===== src/rtl/residue_vote_pkg.sv =====
// Shared io package for the mod-14 residue path: sizes, residue width and
// the vote FSM encoding.
package residue_vote_pkg;

    localparam int RV_NUM_BINS = 14;
    localparam int RV_CNT_W    = 8;
    localparam int RES_W       = 8;
    localparam int CLS_W       = 4;
    localparam int IDX_W       = 4;

    typedef enum logic [1:0] {
        ST_ACCUM  = 2'd0,
        ST_SCAN   = 2'd1,
        ST_OUTPUT = 2'd2
    } rv_state_e;

endpackage


===== src/rtl/residue_vote.sv =====
// Per-frame residue histogram with a one-bin-per-cycle argmax scan.
// Handshake: a beat moves when in_valid && in_ready, a result when out_valid && out_ready.
module residue_vote
    import residue_vote_pkg::*;
#(
    parameter int NUM_BINS = RV_NUM_BINS,
    parameter int CNT_W    = RV_CNT_W
) (
    input  logic             clock,
    input  logic             reset_n,
    input  logic             in_valid,
    output logic             in_ready,
    input  logic [RES_W-1:0] in_residue,
    input  logic             in_last,
    output logic             out_valid,
    input  logic             out_ready,
    output logic [CLS_W-1:0] out_class,
    output logic [CNT_W-1:0] out_count,
    output logic             out_err,
    output rv_state_e        dbg_state
);

    rv_state_e        state_q, state_d;
    logic [CNT_W-1:0] bin_q [NUM_BINS];
    logic [CNT_W-1:0] bin_d [NUM_BINS];
    logic [IDX_W-1:0] scan_q, scan_d;
    logic [CLS_W-1:0] cls_q, cls_d;
    logic [CNT_W-1:0] cnt_q, cnt_d;
    logic             err_q, err_d;
    logic [CNT_W-1:0] cur_bin;

    always_comb begin
        state_d = state_q;
        bin_d   = bin_q;
        scan_d  = scan_q;
        cls_d   = cls_q;
        cnt_d   = cnt_q;
        err_d   = err_q;
        cur_bin = '0;
        for (int i = 0; i < NUM_BINS; i++) begin
            if (scan_q == IDX_W'(i)) cur_bin = bin_q[i];
        end

        case (state_q)
            ST_ACCUM: begin
                if (in_valid) begin
                    if (in_residue < RES_W'(NUM_BINS)) begin
                        for (int i = 0; i < NUM_BINS; i++) begin
                            if (in_residue == RES_W'(i) && bin_q[i] != {CNT_W{1'b1}})
                                bin_d[i] = bin_q[i] + 1'b1;
                        end
                    end else begin
                        err_d = 1'b1;
                    end
                    if (in_last) begin
                        state_d = ST_SCAN;
                        scan_d  = '0;
                    end
                end
            end
            ST_SCAN: begin
                // Strict compare keeps the lowest index on ties.
                if (cur_bin > cnt_q) begin
                    cls_d = CLS_W'(scan_q);
                    cnt_d = cur_bin;
                end
                if (scan_q == IDX_W'(NUM_BINS - 1)) state_d = ST_OUTPUT;
                else scan_d = scan_q + 1'b1;
            end
            ST_OUTPUT: begin
                if (out_ready) begin
                    state_d = ST_ACCUM;
                    for (int i = 0; i < NUM_BINS; i++) bin_d[i] = '0;
                    err_d  = 1'b0;
                    cls_d  = '0;
                    cnt_d  = '0;
                    scan_d = '0;
                end
            end
            default: state_d = ST_ACCUM;
        endcase
    end

    always_ff @(posedge clock) begin
        if (!reset_n) begin
            state_q <= ST_ACCUM;
            for (int i = 0; i < NUM_BINS; i++) bin_q[i] <= '0;
            scan_q  <= '0;
            cls_q   <= '0;
            cnt_q   <= '0;
            err_q   <= 1'b0;
        end else begin
            state_q <= state_d;
            bin_q   <= bin_d;
            scan_q  <= scan_d;
            cls_q   <= cls_d;
            cnt_q   <= cnt_d;
            err_q   <= err_d;
        end
    end

    assign in_ready  = (state_q == ST_ACCUM);
    assign out_valid = (state_q == ST_OUTPUT);
    assign out_class = cls_q;
    assign out_count = cnt_q;
    assign out_err   = err_q;
    assign dbg_state = state_q;

endmodule


===== config.mk =====
export PLATFORM = sky130hd
export DESIGN_NAME = residue_vote
export DESIGN_NICKNAME = d
export VERILOG_FILES = /design/src/rtl/residue_vote_pkg.sv /design/src/rtl/residue_vote.sv
export SDC_FILE = /design/constraint.sdc
export NUM_CORES = 1
export LEC_CHECK = 0
export ABC_AREA = 1
export BUFFER_PORTS_ARGS = -buffer_cell sky130_fd_sc_hd__buf_2
export CORE_UTILIZATION = 67
export DETAILED_ROUTE_END_ITERATION = 6
export PLACE_DENSITY = 0.95
export SLEW_MARGIN = 30
export SYNTH_ARGS = -nofsm -noshare
export SYNTH_HDL_FRONTEND = slang
export SYNTH_SLANG_ARGS = --single-unit

===== constraint.sdc =====
create_clock -name clock -period 7.7 [get_ports clock]
set_input_delay 1.54 -clock clock [delete_from_list [all_inputs] [get_ports clock]]
set_output_delay 1.54 -clock clock [all_outputs]
set_load 0.01 [all_outputs]

* After elaboration in Yosys (flattened, before gate mapping)
Cells that the tools add are included.
** Storage, ports and cells
- Latch bits :: 0
- Memory bits (read-only) :: 0
- Input port bits :: 13
- Word-level logic and storage cells :: 189
- Memories :: 0
- Flip-flop bits (word level) :: 131
- Bits in writable memories :: 0
- Output and inout bits :: 17
** Cells by class
- Shift operators :: 0
- Magnitude comparators :: 2
- Equality and inequality tests :: 64
- Mux-type cells :: 51
- Multiply operators :: 0
- Bitwise logic cells :: 0
- Add/sub/neg operators :: 15
- Divide/modulo/power cells :: 0
- Reductions and logical operators :: 38
** Operator list (count)
- $mux W112 :: 3
- $mux W8 :: 30
- $pmux W112 S2 :: 1
- $add A8 B1 Y8 const B :: 14
- $ne A8 B8 Y1 const B :: 14
- $reduce_and A5 Y1 :: 15
- $eq A8 B4 Y1 const B :: 6
- $ne A2 B1 Y1 const B :: 17
- $eq A8 B3 Y1 const B :: 4
- $eq A4 B4 Y1 const B :: 6
- $mux W4 :: 5
- $eq A4 B3 Y1 const B :: 4
- $eq A8 B2 Y1 const B :: 2
- $pmux W8 S2 :: 1
- $logic_and A1 B1 Y1 :: 14
- $pmux W4 S3 :: 1
- $ne A2 B2 Y1 const B :: 5
- $eq A4 B2 Y1 const B :: 2
- $eq A8 B1 Y1 const B :: 1
- $gt A8 B8 Y1 :: 1
- $logic_not A8 Y1 :: 1
- $lt A8 B4 Y1 const B :: 1
- $mux W2 :: 4
- $pmux W4 S2 :: 1
- 13 further kinds :: 17

* Longest topological paths before layout
Gate-level depths: netlist of the first run.
- Depth in word-level cells :: 18
- Gate-level depth with buffers :: 31
- Depth with buffers taken out :: 29

* Worst setup path after synthesis of the first run
Ideal clock, no wire load.
- Kind :: reg-to-reg
- Start :: register scan_q[1]
- End :: register cnt_q[2], in the netlist out_count[2]
- Path slack :: 4.392 ns
- Cell stages (with the launch flop) :: 26
- Library setup time :: 0.070 ns
- Path buffers :: 2
- Data arrival time :: 3.238 ns
- Clock period less this slack :: 3.308 ns
- Data required time :: 7.630 ns
- Cell sequence :: dfxtp_1 inv_1 ha_1 clkbuf_1 nand3_1 clkinv_1 a21oi_1 nand2_1 nand2_1 nand2_1 nand4_1 nand3_1 nand2_1 nand2_1 a21boi_0 ha_1 a21oi_1 nor2_1 a211oi_1 o221ai_1 nand2_1 nand2_1 inv_1 clkbuf_1 nand2_1 a21oi_1
** On the way
- Cells in the longest elaborated chain, start to end :: 18
- Elaborated cells between the ends (all ways) :: 33
** RTL lines
- start: declaration :: RTL line residue_vote.sv:26 : logic [IDX_W-1:0] scan_q, scan_d;
- start signal: assignment :: RTL line residue_vote.sv:95 : scan_q <= scan_d;
- $logic_not A4 Y1 :: RTL line residue_vote.sv:41 : if (scan_q == IDX_W'(i)) cur_bin = bin_q[i];
- $mux W8 (13 in a row) :: RTL line residue_vote.sv:41
- $mux W8 (*) :: RTL line residue_vote.sv:41
- $gt A8 B8 Y1 :: RTL line residue_vote.sv:63 : if (cur_bin > cnt_q) begin
- $ne A2 B2 Y1 (no source line)
- $reduce_and A3 Y1 (no source line)
- end signal: assignment :: RTL line residue_vote.sv:97 : cnt_q <= cnt_d;
- end: declaration :: RTL line residue_vote.sv:28 : logic [CNT_W-1:0] cnt_q, cnt_d;
Every way passes the cells marked *; elsewhere a longest branch is shown, timed or not. The select of a mux whose other input is x is not followed.
A chain may end at the register's enable or synchronous reset.

* Worst setup path in the final report of the first run
- Start :: register scan_q[1]
- End :: register cnt_q[0], in the netlist out_count[0]
Same word-level chain as after synthesis.

==> flow_summary.ini, run 1 <==
[logic_synthesis]
async_flop_share = 0
synth_common_cells = nand2_1 (243), inv_1 (190), dfxtp_1 (131), a21oi_1 (119), o21ai_0 (101)
yosys_warnings = 0
synth_area_leader_cell = dfxtp_1
synth_top_area_frac = 0.346
synth_seq_cells = 131
syn-cell-area_mm2 = 0.00758
syn_nets = 1189
synth_edf_count = 0
synth_most_common_cell = nand2_1
ys_types = 46
syn-instance-count = 1150
seq_area_frac_synth = 0.346
avgSynthCellArea_um2 = 6.59
dominantRegCellSynth = dfxtp_1
synthTopCellsByArea = dfxtp_1 (35%), nand2_1 (12%), inv_1 (9.4%)

[timing]
timing.final.crit_share = 0.560
finalHoldViolations = 0
tns_ps = 0
worst_pin_slew_ps = 862
slew_violations = 0
maxSlewHeadroom = 0.423
setup_viol = 0
timing.hold.ws_ps = 447
min_period_ps = 4320
rsz0062_at_grt = false
finalClockSkew_ps = 8.75
max_clock_freq_mhz = 232

[setup_path]
endpoint_kind = flop
slowest_delay_ps = 440
critPathKind = reg2reg
crit_path_frequent_cell = nand2_1
cp_max_fo = 12
critical_path.slowest_cell = nor2_1
worstPathRequired_ps = 8050
worst-r2r-setup-slack_ps = 3380
crit_path_cell_trace = inv_1 -> ha_1 -> clkinv_1 -> nor2_1 -> inv_1 -> or2_2 -> nand3_1 -> nand2_1 -> nand2_1 -> a21boi_0 -> ha_1 -> a21oi_1 -> nor2_1 -> a211oi_1 -> o221ai_1 -> nand2_1 -> nand2_1 -> inv_1 -> nand2_1 -> a21oi_1
r2r_cells = 20
cp-start-kind = flop
worstPathArrival_ps = 4670

[final_layout]
synthToLayoutAreaGrowth_pct = 10.9
antenna_cells = 0
finalNetCount = 1212
drive_gt1_frac = 0.0887
stdcell_area_mm2 = 0.00841
multi_input_area_mm2 = 0.00410
num-fill-cells = 766
final_util = 0.769
ff_latch_area_mm2 = 0.00262

[floorplanning]
ioPinCount = 30
core_mm2 = 0.0109
start_util = 0.693
die_y_um = 108
die-area_mm2 = 0.0117
die_w_um = 108
row_count = 38

[hold_path]
min-delay-path-class = reg2reg
whs_path_depth = 1

[power]
power_switching_uw = 394
swShare = 0.240
p_seq_frac = 0.419
p_leak_uw = 0.00338
max-vdd-ir-drop_mv = 0.198
pwr_density_cell_mw_per_mm2 = 195
combPwrFrac = 0.082
power_uw = 1640
p_clk_frac = 0.499
internal_power_uw = 1250

[clock_tree]
htreeDepth = 4
postCtsSetupBuffers = 0
cts_tree = built
postCtsHoldBufs = 0
cts_buffers = 17
clk_pin_slew_ps = 60
cts-resized-gates = 0
cts_sinks = 131
clk_latency_ps = 440
clockBufferDepth = 2
cts-root-buf = clkbuf_16

[placement]
hpwl_mm = 14.5
place_area_mm2 = 0.00781
gp_congestion = 1.03
port_buffers = 29

[global_route]
grt_pass1_wl_mm = 34.8
met3_usage = 0.126
grt_max_degree = 57
gr-total-overflow = 0
busiest_layer = met2
met2_usage = 0.587
first_global_vias = 7429
grt_antenna_before_repair = 0
met1_usage = 0.490
grt.total_usage = 0.385

[route]
routedWlPerCell_um = 16.0
drcViolationCount = 0
firstDrtPassIters = 5
drt_iter0_markers = 785
wl_mm = 21.1
vias = 7898
antenna_left = 0
vias_per_cell = 5.97

[run_status]
outcome = finished clean

[run]
max-cap-violations = 0
worst paths after layout:
path                  start           end
hold / removal    bin_q[71]     bin_q[71]
hold reg to reg   bin_q[71]     bin_q[71]
setup reg to reg  scan_q[1]  out_count[0]
setup / recovery  scan_q[1]  out_count[0]
layer usage:
layer | wire (µm) | vias to the layer above | part of all wire
met3 | 2610 | 85 | 0.12
met5 | 0 | - | 0
li1 | - | 3862 | -
met2 | 9340 | 433 | 0.44
met4 | 823 | 0 | 0.039
met1 | 8380 | 3518 | 0.40
through the flow:
stage / setup slack (ps) / instances
4_1_cts: 3360 / 1324
6_report: 3380 / 1324
3_3_place_gp: 3500 / 1294
3_5_place_dp: 3430 / 1294
2_1_floorplan: 4390 / 1150
5_1_grt: 3040 / 1324
critical path: cells and delay by family, from the launching register on:
| kind | cells | cell delay (ps) |
|---|---|---|
| AOI/OAI and AO/OA | 5 | 770 |
| adders and majority gates | 2 | 730 |
| buffers and inverters | 4 | 1070 |
| DFF | 1 | 360 |
| and+or+nand+nor | 9 | 1300 |
placed cells by master, fill, tap and decap left out, types with 5 or more instances in the layout:
master     Yosys  layout
nand2_1      243     243
nand3_1       67      67
nand2_2        7       7
dfxtp_1      131     131
inv_2          4       5
inv_1        190     189
buf_2          2      29
a31oi_1        5       5
ha_1          26      26
clkbuf_8       0       6
nor2_2         7       8
nor2_1        72      71
a21oi_1      119     119
o31ai_1        7       7
nand4_1       29      29
a211oi_1      22      22
o21ai_0      101     101
clkbuf_16      0      17
a21boi_0       7       7
nor3_2         5       6
nor3_1        32      31
buf_4          1       5
or2_2          7       7
final cells by class:
type,count,share of cell area
well taps,140,0.0208
repair buffers,34,0.0217
inverters,196,0.0875
flip-flops and latches,131,0.312
multi-input cells,793,0.488
clock buffers,26,0.0618
clock inverters,4,0.00834
power groups by stage:
stage          clock (µW)  combinational [µW]  sequential, µW
3_5_place_dp            0                 127             702
6_report              818                 134             688
3_3_place_gp            0                 124             702
2_1_floorplan           0                89.8             702
5_1_grt               849                 150             688
4_1_cts               816                 128             687
flip-flops by register name, indices dropped and copies added, names as in the netlist:
signal and cells:
bin_q 112, dbg_state 2, out_class 4, out_count 8, out_err 1, scan_q 4
logic make-up (layout without fill, tap and decap cells):
family | Yosys count | count (layout) | share of synthesized area
AND/OR/NAND/NOR | 487 | 487 | 0.290
AO/OA/AOI/OAI | 276 | 276 | 0.202
buffers and inverters | 226 | 260 | 0.114
flip-flops | 131 | 131 | 0.346
adder cells (fa/ha/maj) | 26 | 26 | 0.0429
XOR/XNOR | 4 | 4 | 0.00462
Note: power is estimated with default switching activity, not from simulation.
==> run 2, diff against run 1 <==
--- a/config.mk
+++ b/config.mk
@@ -7,9 +7,9 @@
 export LEC_CHECK = 0
 export ABC_AREA = 1
 export BUFFER_PORTS_ARGS = -buffer_cell sky130_fd_sc_hd__buf_2
-export CORE_UTILIZATION = 67
+export CORE_UTILIZATION = 62
 export DETAILED_ROUTE_END_ITERATION = 6
-export PLACE_DENSITY = 0.95
+export PLACE_DENSITY = 0.91
 export SLEW_MARGIN = 30
 export SYNTH_ARGS = -nofsm -noshare
 export SYNTH_HDL_FRONTEND = slang
==> constraint.sdc (replaced) <==
create_clock -name clock -period 4.2 [get_ports clock]
set_input_delay 0.84 -clock clock [delete_from_list [all_inputs] [get_ports clock]]
set_output_delay 0.84 -clock clock [all_outputs]
set_load 0.01 [all_outputs]
==> flow_summary.ini, run 2 (synthesis results as in run 1) <==
[floorplanning]
die_w_um = 113
die-area_mm2 = 0.0127
die_y_um = 113
ioPinCount = 30
core_mm2 = 0.0120
row_count = 40
start_util = 0.633

[setup_path]
worst-r2r-setup-slack_ps = 270
rr_startpoint = scan_q[1]
crit_path_frequent_cell = nand2_1
cp-start-kind = flop
slowest_delay_ps = 410
crit_path_cell_trace = inv_1 -> ha_1 -> nand3_1 -> clkinv_1 -> a21oi_1 -> nand2_1 -> nand2_1 -> nand2_1 -> nand4_1 -> nand3_1 -> nand2_1 -> nand2_1 -> a21boi_0 -> ha_1 -> nand4_1 -> nor2_1 -> a311oi_1 -> nand2_1 -> nand2_1 -> clkinvlp_4 -> nand2_1 -> a21oi_1
worstPathRequired_ps = 4470
cp_max_fo = 12
timing.rr.end = out_class[2]
critical_path.slowest_cell = dfxtp_1
r2r_cells = 22
endpoint_kind = flop
critPathKind = reg2reg
worstPathArrival_ps = 4190

[timing]
setup_viol = 0
setup_ws_ps = 274
rsz0062_at_grt = false
slew_violations = 0
worst_pin_slew_ps = 968
timing.final.crit_share = 0.935
max_clock_freq_mhz = 255
finalHoldViolations = 0
finalClockSkew_ps = 4.81
tns_ps = 0
min_period_ps = 3930
maxSlewHeadroom = 0.354

[hold_path]
whs_path_depth = 1
min-delay-path-class = reg2reg
holdPathEnd = bin_q[71]
hp-start = bin_q[71]

[power]
p_clk_frac = 0.510
p_seq_frac = 0.409
internal_power_uw = 2350
max-vdd-ir-drop_mv = 0.284
p_leak_uw = 0.00342
swShare = 0.238
pwr_density_cell_mw_per_mm2 = 363
power_switching_uw = 734
combPwrFrac = 0.081

[route]
firstDrtPassIters = 6
drt_iter0_markers = 856
vias_per_cell = 5.91
antenna_left = 0
wl_mm = 21.0
vias = 7910
drcViolationCount = 0
routedWlPerCell_um = 15.7

[clock_tree]
htreeDepth = 4
clk_latency_ps = 430
postCtsSetupBuffers = 0
cts_tree = built
clk_pin_slew_ps = 60
cts-root-buf = clkbuf_16
postCtsHoldBufs = 0
clockBufferDepth = 2
cts_sinks = 131
cts_buffers = 17

[final_layout]
finalNetCount = 1218
mostFrequentLayoutCell = nand2_1
drive_gt1_frac = 0.0931
largest_reg_flops = 112
layout_common_cells = nand2_1 (243), inv_1 (189), dfxtp_1 (131)
stdcell_area_mm2 = 0.00850
regMostFlops = bin_q
final_util = 0.710
antenna_cells = 0
synthToLayoutAreaGrowth_pct = 12.2

[placement]
place_area_mm2 = 0.00788
hpwl_mm = 14.6
port_buffers = 29
gp_congestion = 0.961
place_worst_setup_slack_ps = 476

[global_route]
grt_pass1_wl_mm = 33.8
grt.total_usage = 0.339
grt_max_degree = 35
grt_antenna_before_repair = 0
first_global_vias = 7115
gr-total-overflow = 0

[run]
max-cap-violations = 0

[run_status]
outcome = finished clean
## run 2: changes by cell type in the layout (fill, tap and decap cells not counted), sizes merged
cell / delta
buf: +6
clkinv: +2
clkbuf: -4
bufinv: +2
clkinvlp: +3
inv: -1
## run 2: final cells by class
| class | count | area (µm²) |
|---|---|---|
| Clock inverter | 10 | 155 |
| Clock buffer | 22 | 464 |
| Sequential cell | 131 | 2620 |
| Multi-Input combinational cell | 793 | 4090 |
| Fill cell | 956 | 3460 |
| Timing Repair Buffer | 40 | 240 |
| Tap cell | 147 | 184 |
| Inverter | 196 | 739 |
## run 2: metrics by stage
| stage | power [µW] | cells | hold slack, ps |
|---|---|---|---|
| 2_1_floorplan | 1450 | 1150 | 420 |
| 3_3_place_gp | 1520 | 1307 | 436 |
| 3_5_place_dp | 1530 | 1307 | 443 |
| 4_1_cts | 3080 | 1339 | 451 |
| 5_1_grt | 3160 | 1339 | 471 |
| 6_report | 3080 | 1339 | 449 |
## run 2: how the worst max path moves through the flow
stage                     cells past startpoint  slack [ps]  startpoint           end
final                                        22         270   scan_q[1]  out_class[2]
after floorplan                              25         890   scan_q[1]  out_count[2]
after CTS                                    20         420   scan_q[1]  out_class[3]
after global placement                       23         650   scan_q[1]  out_count[1]
after detailed placement                     20         480   scan_q[1]  out_count[6]
after global routing                         23          20   scan_q[1]  out_class[3]
## run 2: power groups by stage
| stage | clock [µW] | sequential, µW | combinational [µW] |
|---|---|---|---|
| detailed placement | 0 | 1290 | 239 |
| CTS | 1580 | 1260 | 242 |
| floorplan | 0 | 1290 | 165 |
| finish | 1570 | 1260 | 251 |
| global route | 1630 | 1260 | 277 |
| global placement | 0 | 1290 | 233 |
## run 2: what timing repair did
item	4_1_cts	5_1_grt
hold endpoints to repair	0	0
resized for setup	0	1
setup endpoints to repair	0	12
## run 2: metal layers
layer,share of wire,global-route usage,vias up
li1,-,-,3864
met1,0.41,0.431,3523
met2,0.45,0.533,441
met3,0.10,0.0740,82
met4,0.040,0.191,0
met5,0,0,-
## run 2: worst max-delay path: cells and delay by family (launching register included)
kind / cells / cell delay (ps)
compound gates: 4 / 680
flops: 1 / 410
simple gates: 13 / 1410
fa+ha+maj: 2 / 610
buf+inv: 3 / 630
==> run 3, diff against run 2 <==
--- a/config.mk
+++ b/config.mk
@@ -7,9 +7,9 @@
 export LEC_CHECK = 0
 export ABC_AREA = 1
 export BUFFER_PORTS_ARGS = -buffer_cell sky130_fd_sc_hd__buf_2
-export CORE_UTILIZATION = 62
+export CORE_UTILIZATION = 30
 export DETAILED_ROUTE_END_ITERATION = 6
-export PLACE_DENSITY = 0.91
+export PLACE_DENSITY = 0.56
 export SLEW_MARGIN = 30
 export SYNTH_ARGS = -nofsm -noshare
 export SYNTH_HDL_FRONTEND = slang
==> flow_summary.ini, run 3 (synthesis results as in run 1) <==
[final_layout]
finalNetCount = 1220
antenna_cells = 0
layout_common_cells = nand2_1 (242), inv_1 (189), dfxtp_1 (131)
final_util = 0.354
synthToLayoutAreaGrowth_pct = 14.7
largest_reg_flops = 112
regMostFlops = bin_q
mostFrequentLayoutCell = nand2_1
drive_gt1_frac = 0.0914

[timing]
min_period_ps = 3740
tns_ps = 0
slew_violations = 0
max_clock_freq_mhz = 268
finalHoldViolations = 0
worst_pin_slew_ps = 855
rsz0062_at_grt = false
timing.final.crit_share = 0.889
finalClockSkew_ps = 6.60
maxSlewHeadroom = 0.429
setup_viol = 0

[floorplanning]
ioPinCount = 30
start_util = 0.309
die_y_um = 161
die-area_mm2 = 0.0259
row_count = 57
die_w_um = 161
core_mm2 = 0.0245

[clock_tree]
htreeDepth = 4
cts-root-buf = clkbuf_16
postCtsSetupBuffers = 0
cts_sinks = 131
clk_latency_ps = 430
postCtsHoldBufs = 0
clockBufferDepth = 2
cts_buffers = 17
cts_tree = built
clk_pin_slew_ps = 60

[route]
vias = 7365
drt_iter0_markers = 494
firstDrtPassIters = 5
drcViolationCount = 0
antenna_left = 0
routedWlPerCell_um = 14.5
wl_mm = 22.0
vias_per_cell = 4.85

[global_route]
grt_max_degree = 30
grt.total_usage = 0.176
grt_pass1_wl_mm = 35.7
grt_antenna_before_repair = 0
gr-total-overflow = 0
first_global_vias = 6831

[setup_path]
rr_startpoint = scan_q[0]
r2r_cells = 24
timing.rr.end = out_count[7]
critPathKind = reg2reg
worst-r2r-setup-slack_ps = 460
cp-start-kind = flop
worstPathRequired_ps = 4540
worstPathArrival_ps = 4080
cp_max_fo = 12
endpoint_kind = flop

[hold_path]
holdPathEnd = bin_q[21]
whs_path_depth = 1
min-delay-path-class = reg2reg
hp-start = bin_q[21]

[placement]
hpwl_mm = 16.3
gp_congestion = 0.892
port_buffers = 29

[run_status]
outcome = finished clean

[power]
pwr_density_cell_mw_per_mm2 = 348
p_leak_uw = 0.00341
max-vdd-ir-drop_mv = 0.210

[run]
max-cap-violations = 0
==> run 3: changes by cell type in the layout (fill, tap and decap cells not counted), moves of 2 or more <==
cell / before / now
clkbuf_1: 3 / 7
clkinvlp_4: 3 / 0
clkinv_2: 4 / 2
buf_4: 10 / 13
==> run 3: final cells by class <==
| class | count | area (µm²) |
|---|---|---|
| sequential | 131 | 2620 |
| clock buffer | 26 | 479 |
| fill | 2676 | 15800 |
| tap | 324 | 405 |
| timing repair buffer | 42 | 243 |
| multi-input combinational | 793 | 4110 |
| clock inverter | 5 | 100 |
| inverter | 196 | 736 |
==> run 3: worst max path at each step <==
| stage | from | endpoint | slack, ps | depth (start not counted) |
|---|---|---|---|---|
| 3_5_place_dp | scan_q[1] | out_count[3] | 380 | 25 |
| 3_3_place_gp | scan_q[1] | out_count[3] | 490 | 25 |
| 2_1_floorplan | scan_q[1] | out_count[2] | 890 | 25 |
| 6_report | scan_q[0] | out_count[7] | 460 | 24 |
| 4_1_cts | scan_q[1] | out_count[3] | 360 | 25 |
| 5_1_grt | scan_q[0] | out_count[7] | 20 | 24 |
==> run 3: per-layer routing <==
layer | global-route usage | vias up | share of wire
li1 | - | 3860 | -
met1 | 0.244 | 3341 | 0.48
met2 | 0.277 | 142 | 0.45
met3 | 0.0318 | 22 | 0.054
met4 | 0.0536 | 0 | 0.016
met5 | 0 | - | 0
==> run 3: power by group <==
| group | total [µW] | leakage [µW] | switching (µW) | internal (µW) |
|---|---|---|---|---|
| clock network | 1520 | 0.000282 | 558 | 961 |
| registers | 1260 | 0.00106 | 9.30 | 1250 |
| logic | 248 | 0.00207 | 172 | 75.6 |
==> run 3: metrics by stage <==
step	setup WS [ps]	cells	total power, µW	hold slack, ps	instance area, µm²
CTS	356	1517	3050	445	8690
global placement	487	1486	1530	441	8110
detailed placement	381	1486	1530	437	8110
floorplan	892	1150	1450	420	7580
global route	21.3	1517	3130	470	8690
finish	464	1517	3030	442	8690
==> run 3: critical path: stages (launching register included) <==
cell	delay, ps
dfxtp_1	340
inv_1	130
ha_1	360
nand3_1	310
o21ai_0	170
inv_1	60
nand2_1	90
nand2_1	60
nand2_1	80
nand2_1	60
nand4_1	90
nand3_1	110
nand2_1	90
nand2_1	60
a21boi_0	180
ha_1	280
nand2_1	100
nor2_1	50
a211oi_1	170
o221ai_1	130
nand2_1	90
nand2_1	50
inv_1	320
nand2_1	90
a21oi_1	160
==> run 3: timing repair <==
action	4_1_cts	5_1_grt
setup endpoints to repair	0	12
resized for setup	0	2
hold endpoints to repair	0	0
